<file path="src/rtl/semaforo_pkg.sv">
// Shared types and constants for the semaforo traffic-light controller.
// Lamp codes are one-hot so each bit drives one lamp driver directly.
package semaforo_pkg;

    typedef enum logic [1:0] {
        A_GRN,
        A_YEL,
        B_GRN,
        B_YEL
    } state_t;

    localparam logic [2:0] LAMP_GREEN  = 3'b001;
    localparam logic [2:0] LAMP_YELLOW = 3'b010;
    localparam logic [2:0] LAMP_RED    = 3'b100;

    // A zero phase length behaves as one cycle, so both 0 and 1 load zero.
    function automatic logic [7:0] phase_load(input logic [7:0] len);
        return (len == 8'd0) ? 8'd0 : len - 8'd1;
    endfunction

endpackage

</file>
<file path="src/rtl/semaforo_timer.sv">
// 8-bit loadable down counter holding the remaining cycles-1 of the current phase.
// It stops at zero and raises the zero flag.
module semaforo_timer #(
    parameter logic [7:0] RESET_VAL = 8'd0
) (
    input  logic       clk,
    input  logic       rst,
    input  logic       load,
    input  logic [7:0] load_val,
    output logic       zero
);

    logic [7:0] cnt;

    always_ff @(posedge clk or negedge rst) begin
        if (!rst) begin
            cnt <= RESET_VAL;
        end else if (load) begin
            cnt <= load_val;
        end else if (cnt != 8'd0) begin
            cnt <= cnt - 8'd1;
        end
    end

    assign zero = (cnt == 8'd0);

endmodule

</file>
<file path="src/rtl/semaforo.sv">
// Two-way traffic-light controller. Light A is the main road and light B the cross road.
// The button bt cuts A's green phase short.
module semaforo
    import semaforo_pkg::*;
#(
    parameter logic [7:0] T_GREEN  = 8'd3,
    parameter logic [7:0] T_YELLOW = 8'd1,
    parameter logic [7:0] T_RED    = 8'd2
) (
    input  logic       clk,
    input  logic       rst,
    input  logic       bt,
    output logic [2:0] A,
    output logic [2:0] B
);

    localparam logic [7:0] GREEN_LOAD  = phase_load(T_GREEN);
    localparam logic [7:0] YELLOW_LOAD = phase_load(T_YELLOW);
    localparam logic [7:0] RED_LOAD    = phase_load(T_RED);

    state_t     state;
    state_t     next_state;
    logic       load;
    logic [7:0] load_val;
    logic       zero;

    semaforo_timer #(
        .RESET_VAL (GREEN_LOAD)
    ) timer (
        .clk      (clk),
        .rst      (rst),
        .load     (load),
        .load_val (load_val),
        .zero     (zero)
    );

    always_ff @(posedge clk or negedge rst) begin
        if (!rst) begin
            state <= A_GRN;
        end else begin
            state <= next_state;
        end
    end

    // Each phase change reloads the timer with the length of the phase being entered.
    always_comb begin
        next_state = state;
        load       = 1'b0;
        load_val   = GREEN_LOAD;
        case (state)
            A_GRN: begin
                if (bt || zero) begin
                    next_state = A_YEL;
                    load       = 1'b1;
                    load_val   = YELLOW_LOAD;
                end
            end
            A_YEL: begin
                if (zero) begin
                    next_state = B_GRN;
                    load       = 1'b1;
                    load_val   = RED_LOAD;
                end
            end
            B_GRN: begin
                if (zero) begin
                    next_state = B_YEL;
                    load       = 1'b1;
                    load_val   = YELLOW_LOAD;
                end
            end
            B_YEL: begin
                if (zero) begin
                    next_state = A_GRN;
                    load       = 1'b1;
                    load_val   = GREEN_LOAD;
                end
            end
            default: begin
                next_state = A_GRN;
                load       = 1'b1;
                load_val   = GREEN_LOAD;
            end
        endcase
    end

    always_comb begin
        A = LAMP_RED;
        B = LAMP_RED;
        case (state)
            A_GRN:   A = LAMP_GREEN;
            A_YEL:   A = LAMP_YELLOW;
            B_GRN:   B = LAMP_GREEN;
            B_YEL:   B = LAMP_YELLOW;
            default: begin
                A = LAMP_RED;
                B = LAMP_RED;
            end
        endcase
    end

endmodule

</file>
<file path="config.mk">
export PLATFORM = sky130hd
export DESIGN_NAME = semaforo
export DESIGN_NICKNAME = d
export VERILOG_FILES = /design/src/rtl/semaforo_pkg.sv /design/src/rtl/semaforo_timer.sv /design/src/rtl/semaforo.sv
export SDC_FILE = /design/constraint.sdc
export NUM_CORES = 1
export LEC_CHECK = 0
export CAP_MARGIN = 20
export CORE_AREA = 2 2 39 41
export CTS_CLUSTER_DIAMETER = 30
export DETAILED_ROUTE_END_ITERATION = 8
export DIE_AREA = 0 0 41 43
export MAX_ROUTING_LAYER = met4
export PLACE_DENSITY = 0.7
export SLEW_MARGIN = 0
export SYNTH_ARGS = -nofsm -noshare
export SYNTH_HDL_FRONTEND = slang
export SYNTH_SLANG_ARGS = --single-unit
</file>
<file path="constraint.sdc">
create_clock -name clk -period 1.8 [get_ports clk]
set_input_delay 0.36 -clock clk [delete_from_list [all_inputs] [get_ports clk]]
set_output_delay 0.36 -clock clk [all_outputs]
set_load 0.03 [all_outputs]
</file>
==> results.sh <==
export IMPL_first_global_vias=496
export IMPL_synth_flop_cell="dfrtp_1"
export IMPL_maxSlewViolCount=0
export IMPL_rows=14
export IMPL_worst_pin_slew_ns=0.4650
export IMPL_syn_num_nets=73
export IMPL_irDropWorstVdd_v=0.0002939
export IMPL_crit_type="reg -> out"
export IMPL_syn_area_per_cell_um2=10.01
export IMPL_maxCapViolations=0
export IMPL_die_y_um=43
export IMPL_clock_sinks=10
export IMPL_skew_ns=0.004311
export IMPL_min_period_over_period=0.9350
export IMPL_ys_types=27
export IMPL_area_growth_syn_to_layout_pct=25.00
export IMPL_antenna_found_initial=0
export IMPL_netlist_instances=62
export IMPL_max_slew_margin_rel=0.6890
export IMPL_drive_above_1_share=0.2051
export IMPL_port_buffers=8
export IMPL_timing_final_crit_period_ns=1.683
export IMPL_synthArstFlopShare=1.000
export IMPL_leakage_uw=0.0003603
export IMPL_status="completed"
export IMPL_ys_warnings_count=0
export IMPL_synth_area_um2=620.6
export IMPL_crit_required_ns=1.44
export IMPL_initial_utilization=0.4485
export IMPL_place_ws_ns=0.09389
export IMPL_cts_tree="done"
export IMPL_die_x_um=41
export IMPL_cts_max_level=1
export IMPL_clk_pin_slew_ns=0.07
export IMPL_nets=90
export IMPL_wl_per_cell_um=12.86
export IMPL_yosysTopAreaCellShare=0.3629
export IMPL_totalWireLength_mm=1.209
export IMPL_io_pins=9
export IMPL_grt_ovfl_total=0
export IMPL_setup_viol=0
export IMPL_end_kind="output port"
export IMPL_dieArea_um2=1763
export IMPL_cp_data_arrival_time_ns=1.32
export IMPL_max_clock_path_buffers=2
export IMPL_synth_edf_count=0
export IMPL_cts_hold_buf=0
export IMPL_start_kind="flop"
export IMPL_place_hpwl_um=938.7
export IMPL_numCtsBuffers=3
export IMPL_ant_nets=0
export IMPL_routabilityCongestion=0.6883
export IMPL_synth_area_leaders="dfrtp_1 (36%), ha_1 (16%), dfstp_2 (4.2%)"
export IMPL_final_common_cell="dfrtp_1"
export IMPL_core_area_um2=1384
export IMPL_layout_common_cells="dfrtp_1 (9), ha_1 (8), buf_4 (8), inv_1 (6), a21oi_1 (5)"
export IMPL_fmaxAchievable_mhz=594.1
export IMPL_finalHoldViolCount=0
export IMPL_vias=499
export IMPL_num_antenna_cells=0
export IMPL_hp_class="in -> async"
export IMPL_route_detailed_drc=0
export IMPL_synth_largest_area_cell="dfrtp_1"
export IMPL_clkLatencyLatePin_ns=0.27
export IMPL_final_util=0.5606
export IMPL_ys_ff_latch=10
export IMPL_grt_max_degree=11
export IMPL_drt_initial_drc_count=6
export IMPL_cp_max_fo=4
export IMPL_routed_via_density=5.309
export IMPL_grt_pass1_wl_mm=2.070
export IMPL_finalPower_uw=437.4
export IMPL_cts_root_buf="clkbuf_4"
export IMPL_grt_usage=0.1793
export IMPL_power_density_nw_per_um2=563.9
export IMPL_rsz0062_at_grt="true"
export IMPL_ys_seq_area_frac=0.4052
export IMPL_worst_slack_ns=0.1169
export IMPL_dr_pass1_iters=4
## worst max-delay path, cell delays in order (launching register included)
cell and delay (ns):
dfrtp_1 0.41, inv_1 0.13, ha_1 0.15, clkdlybuf4s15_1 0.37
## metrics by stage
step,hold WS (ns),TNS (ns),cells,area [µm²]
3_3_place_gp,0.5534,0,90,740.7
4_1_cts,0.4200,0,94,774.5
3_5_place_dp,0.5558,0,90,740.7
2_1_floorplan,0.06441,0,62,620.6
6_report,0.4103,0,94,775.7
5_1_grt,0.4487,-0.01425,94,775.7
## registers in the layout, summed over array words and instances (netlist names)
signal and flops:
state 2, timer.cnt 8
## cell type report
cell class | instances | area [µm²]
multi-input combinational | 46 | 346.6
inverter | 6 | 22.52
sequential | 10 | 251.5
timing repair buffer | 12 | 98.84
fill | 133 | 608.1
tap | 16 | 20.02
clock buffer | 4 | 36.28
## Yosys cell counts, drive strengths merged, types with 3 or more instances
master  instances
nor2            4
ha              8
or4             3
a21oi           5
inv             6
nand2b          4
o21ai           4
dfrtp           9
or3             3
## kinds of logic (layout without fill, tap and decap cells)
kind of cell,after synthesis,in the layout,share of synthesized area
compound gates,15,15,0.1532
xor+xnor,1,1,0.01412
fa+ha+maj,8,8,0.1613
buf+inv,6,22,0.03629
flops,10,10,0.4053
mux,2,2,0.03427
simple gates,20,20,0.1956
## power breakdown
group	internal, µW	switching, µW	total (µW)
registers	225	0	225
clock network	123	80.8	204
logic	4.13	5.04	9.17
## layer usage
layer / up-vias / track usage / part of all wire
li1: 255 / - / -
met1: 230 / 0.2105 / 0.47
met2: 12 / 0.2750 / 0.47
met3: 2 / 0.03141 / 0.044
met4: 0 / 0.1000 / 0.012
met5: - / - / 0
## what timing repair did
item,in CTS,in global routing
setup buffers,0,0
gates resized for setup,2,1
gates cloned,0,0
setup endpoints to repair,2,2
## final timing paths
path                       slack, ns          from  cells after the start           end
max                             0.12      state[1]                      3          A[1]
min                             0.41           rst                      1  timer.cnt[7]
max reg2reg                     0.12  timer.cnt[1]                      5      state[1]
min reg2reg                     0.57  timer.cnt[0]                      2  timer.cnt[0]
max in group asynchronous       1.05           rst                      1  timer.cnt[1]
min in group clk                0.57  timer.cnt[0]                      2  timer.cnt[0]
(Power assumes the default switching activity.)
==> edit, RTL diff (config.mk and constraints unchanged) <==
Add an input register stage for `bt`, with the module's reset; this delays it by one clock.
--- a/src/rtl/semaforo.sv
+++ b/src/rtl/semaforo.sv
@@ -17,6 +17,16 @@
     localparam logic [7:0] GREEN_LOAD  = phase_load(T_GREEN);
     localparam logic [7:0] YELLOW_LOAD = phase_load(T_YELLOW);
     localparam logic [7:0] RED_LOAD    = phase_load(T_RED);
+
+    logic bt_q;
+
+    always_ff @(posedge clk or negedge rst) begin
+        if (!rst) begin
+            bt_q <= '0;
+        end else begin
+            bt_q <= bt;
+        end
+    end
 
     state_t     state;
     state_t     next_state;
@@ -49,7 +59,7 @@
         load_val   = GREEN_LOAD;
         case (state)
             A_GRN: begin
-                if (bt || zero) begin
+                if (bt_q || zero) begin
                     next_state = A_YEL;
                     load       = 1'b1;
                     load_val   = YELLOW_LOAD;
Check against the original RTL: not equivalent (a bounded check fails within 4 cycles, from zero or initial values and one cycle with rst low).
==> edit against the unedited design <==
  * Area after synthesis up 3.4%
  * Fmax down 2.5%
  * Sequential share of layout area rose by 0.96 points
  * Final area increased by 7.7%
  * Worst setup slack worse by 0.044 ns
  * Routed wire length is 7.4% higher
  * Sequential cell count grew 1
  * Highest routed layer unchanged
Power is left out: it rests on default switching activity, and per cell area and clock period it moved more than threefold.
==> edit: results (changes against the unedited design) <==
Detailed routing
  – Via density: 5.46 (+2.9%)
  – Routed WL per cell: 13.4 um (+4.1%)
  – TritonRoute pass-1 iters: 4 (unchanged)
  – Violation count after the first detailed-routing iteration: 6 (unchanged)

Critical path
  – Crit-path max FO: 4 (unchanged)
  – Launching point of the worst reg2reg path: timer.cnt[6]
  – Worst EP arrival: 1.37 ns (+0.05 ns)
  – Flop2flop setup slack: 0.08 ns (-0.04 ns)
  – Critical Path Source: state[0]
  – Worst r2r path cells: 3 (-2)
  – Worst flop-to-flop path endpoint: timer.cnt[7]

Final layout
  – Nets: 94 (+4.4%)
  – ANT cells: 0 (unchanged)
  – Layout cells sized above 1: 0.284 (+0.0788)
  – Top Registers: timer.cnt (8), state (2), bt_q (1)

Synth
  – Sequential share of the synthesized area: 0.431 (+0.0256)
  – Post-synthesis xor/xnor area fraction: 0.0409 (+0.0268)
  – Net Count, Synth: 72 (-1.4%)
  – Post-synthesis compound-gate area fraction: 0.123 (-0.0304)
  – Ys async rst share: 1.00 (unchanged)
  – Synth area leaders: dfrtp_1 (39%), ha_1 (18%), dfstp_2 (4.1%), nor2_1 (4.1%), o2bb2ai_1 (2.7%)
  – Synth unique cells: 25 (-7.4%)
  – Post-synthesis mux area share: 0.0331 (-0.00114)
  – Synth top cells by count: dfrtp_1 (10), ha_1 (9), nor2_1 (7), inv_1 (4), nor3_1 (3)
  – Yosys warning count: 0 (unchanged)
  – Synth Flop Type: dfrtp_1
  – Synth Area in Adders: 0.175 (+0.0141)

Clock tree
  – Clock buffer depth: 2 (unchanged)
  – CTS Buf Count: 3 (unchanged)
  – Clk slew on worst S/H paths: 0.07 ns (about the same)
  – Master cell of the clock root buffer: clkbuf_4
  – H-tree Lvls: 1 (unchanged)
  – Clk Latency, worst-skew pair: 0.27 ns (about the same)

Placement
  – Placement Cell Area: 795 um2 (+7.3%)
  – Port Buffers: 8 (unchanged)
  – HPWL after DPL: 1030 um (+10%)
  – Gp weighted congestion: 0.742 (+7.8%)

Global route
  – Vias in the first global route: 533 (+7.5%)
  – Total Routing Usage GR: 0.201 (+0.0218)
  – Initial antenna violation count: 0 (unchanged)
  – First-pass GRT wire length: 2310 um (+12%)
  – Largest net degree at the start of global routing: 12 (+1)

STA
  – Worst Skew: 0.00222 ns (-0.00209 ns)
  – Slew @ Worst Pin: 0.484 ns (+0.0194 ns)

Hold path
  – Hold Path Class: input pin to async pin

Status
  – Status: finished, final reports clean
## edit: kinds of logic after synthesis
| group | count (synthesis) |
|---|---|
| xor gates and xnor gates | 3 |
| DFF | 11 |
| muxes | 2 |
| buffers and inverters | 4 |
| and+or+nand+nor | 20 |
| AOI/OAI and AO/OA | 11 |
| adders and majority gates | 9 |
## edit: metal layers
layer,GRT usage,up-vias,wire length [um]
li1,-,257,-
met1,0.240,256,571
met2,0.303,12,647
met3,0.0471,5,49
met4,0.100,0,31
met5,-,-,0
## edit: timing repair
action                     CTS  global route
setup buffers                0             1
cloned                       0             0
setup endpoints to repair    3            10
gates resized for setup      3             5
## edit: worst max-delay path, cell delays in order (launching register included)
cell and delay [ns]:
dfrtp_2 0.44, buf_4 0.14, ha_1 0.17, dlygate4sd2_1 0.35
## edit: how the worst max path moves through the flow
stage | to | slack (ns) | depth (start not counted)
2_1_floorplan | timer.cnt[0] | 0.08 | 5
3_3_place_gp | timer.cnt[6] | 0.08 | 5
3_5_place_dp | timer.cnt[6] | 0.03 | 5
4_1_cts | timer.cnt[6] | 0.008 | 5
5_1_grt | A[2] | -0.05 | 5
6_report | A[1] | 0.07 | 3
## edit: per-stage QoR
stage | hold slack (ns) | setup slack (ns) | std cells
CTS | 0.436 | 0.00816 | 96
detailed placement | 0.481 | 0.0253 | 92
global route | 0.459 | -0.0487 | 97
floorplan | 0.0644 | 0.0803 | 60
global placement | 0.475 | 0.0788 | 92
finish | 0.414 | 0.0733 | 97
## edit: layout make-up
cell class / instances / area [um2]
clock buffers: 4 / 26.3
repair buffers: 17 / 136
well taps: 16 / 20.0
fillers: 132 / 548
flip-flops and latches: 11 / 279
inverters: 4 / 15.0
multi-input cells: 45 / 359
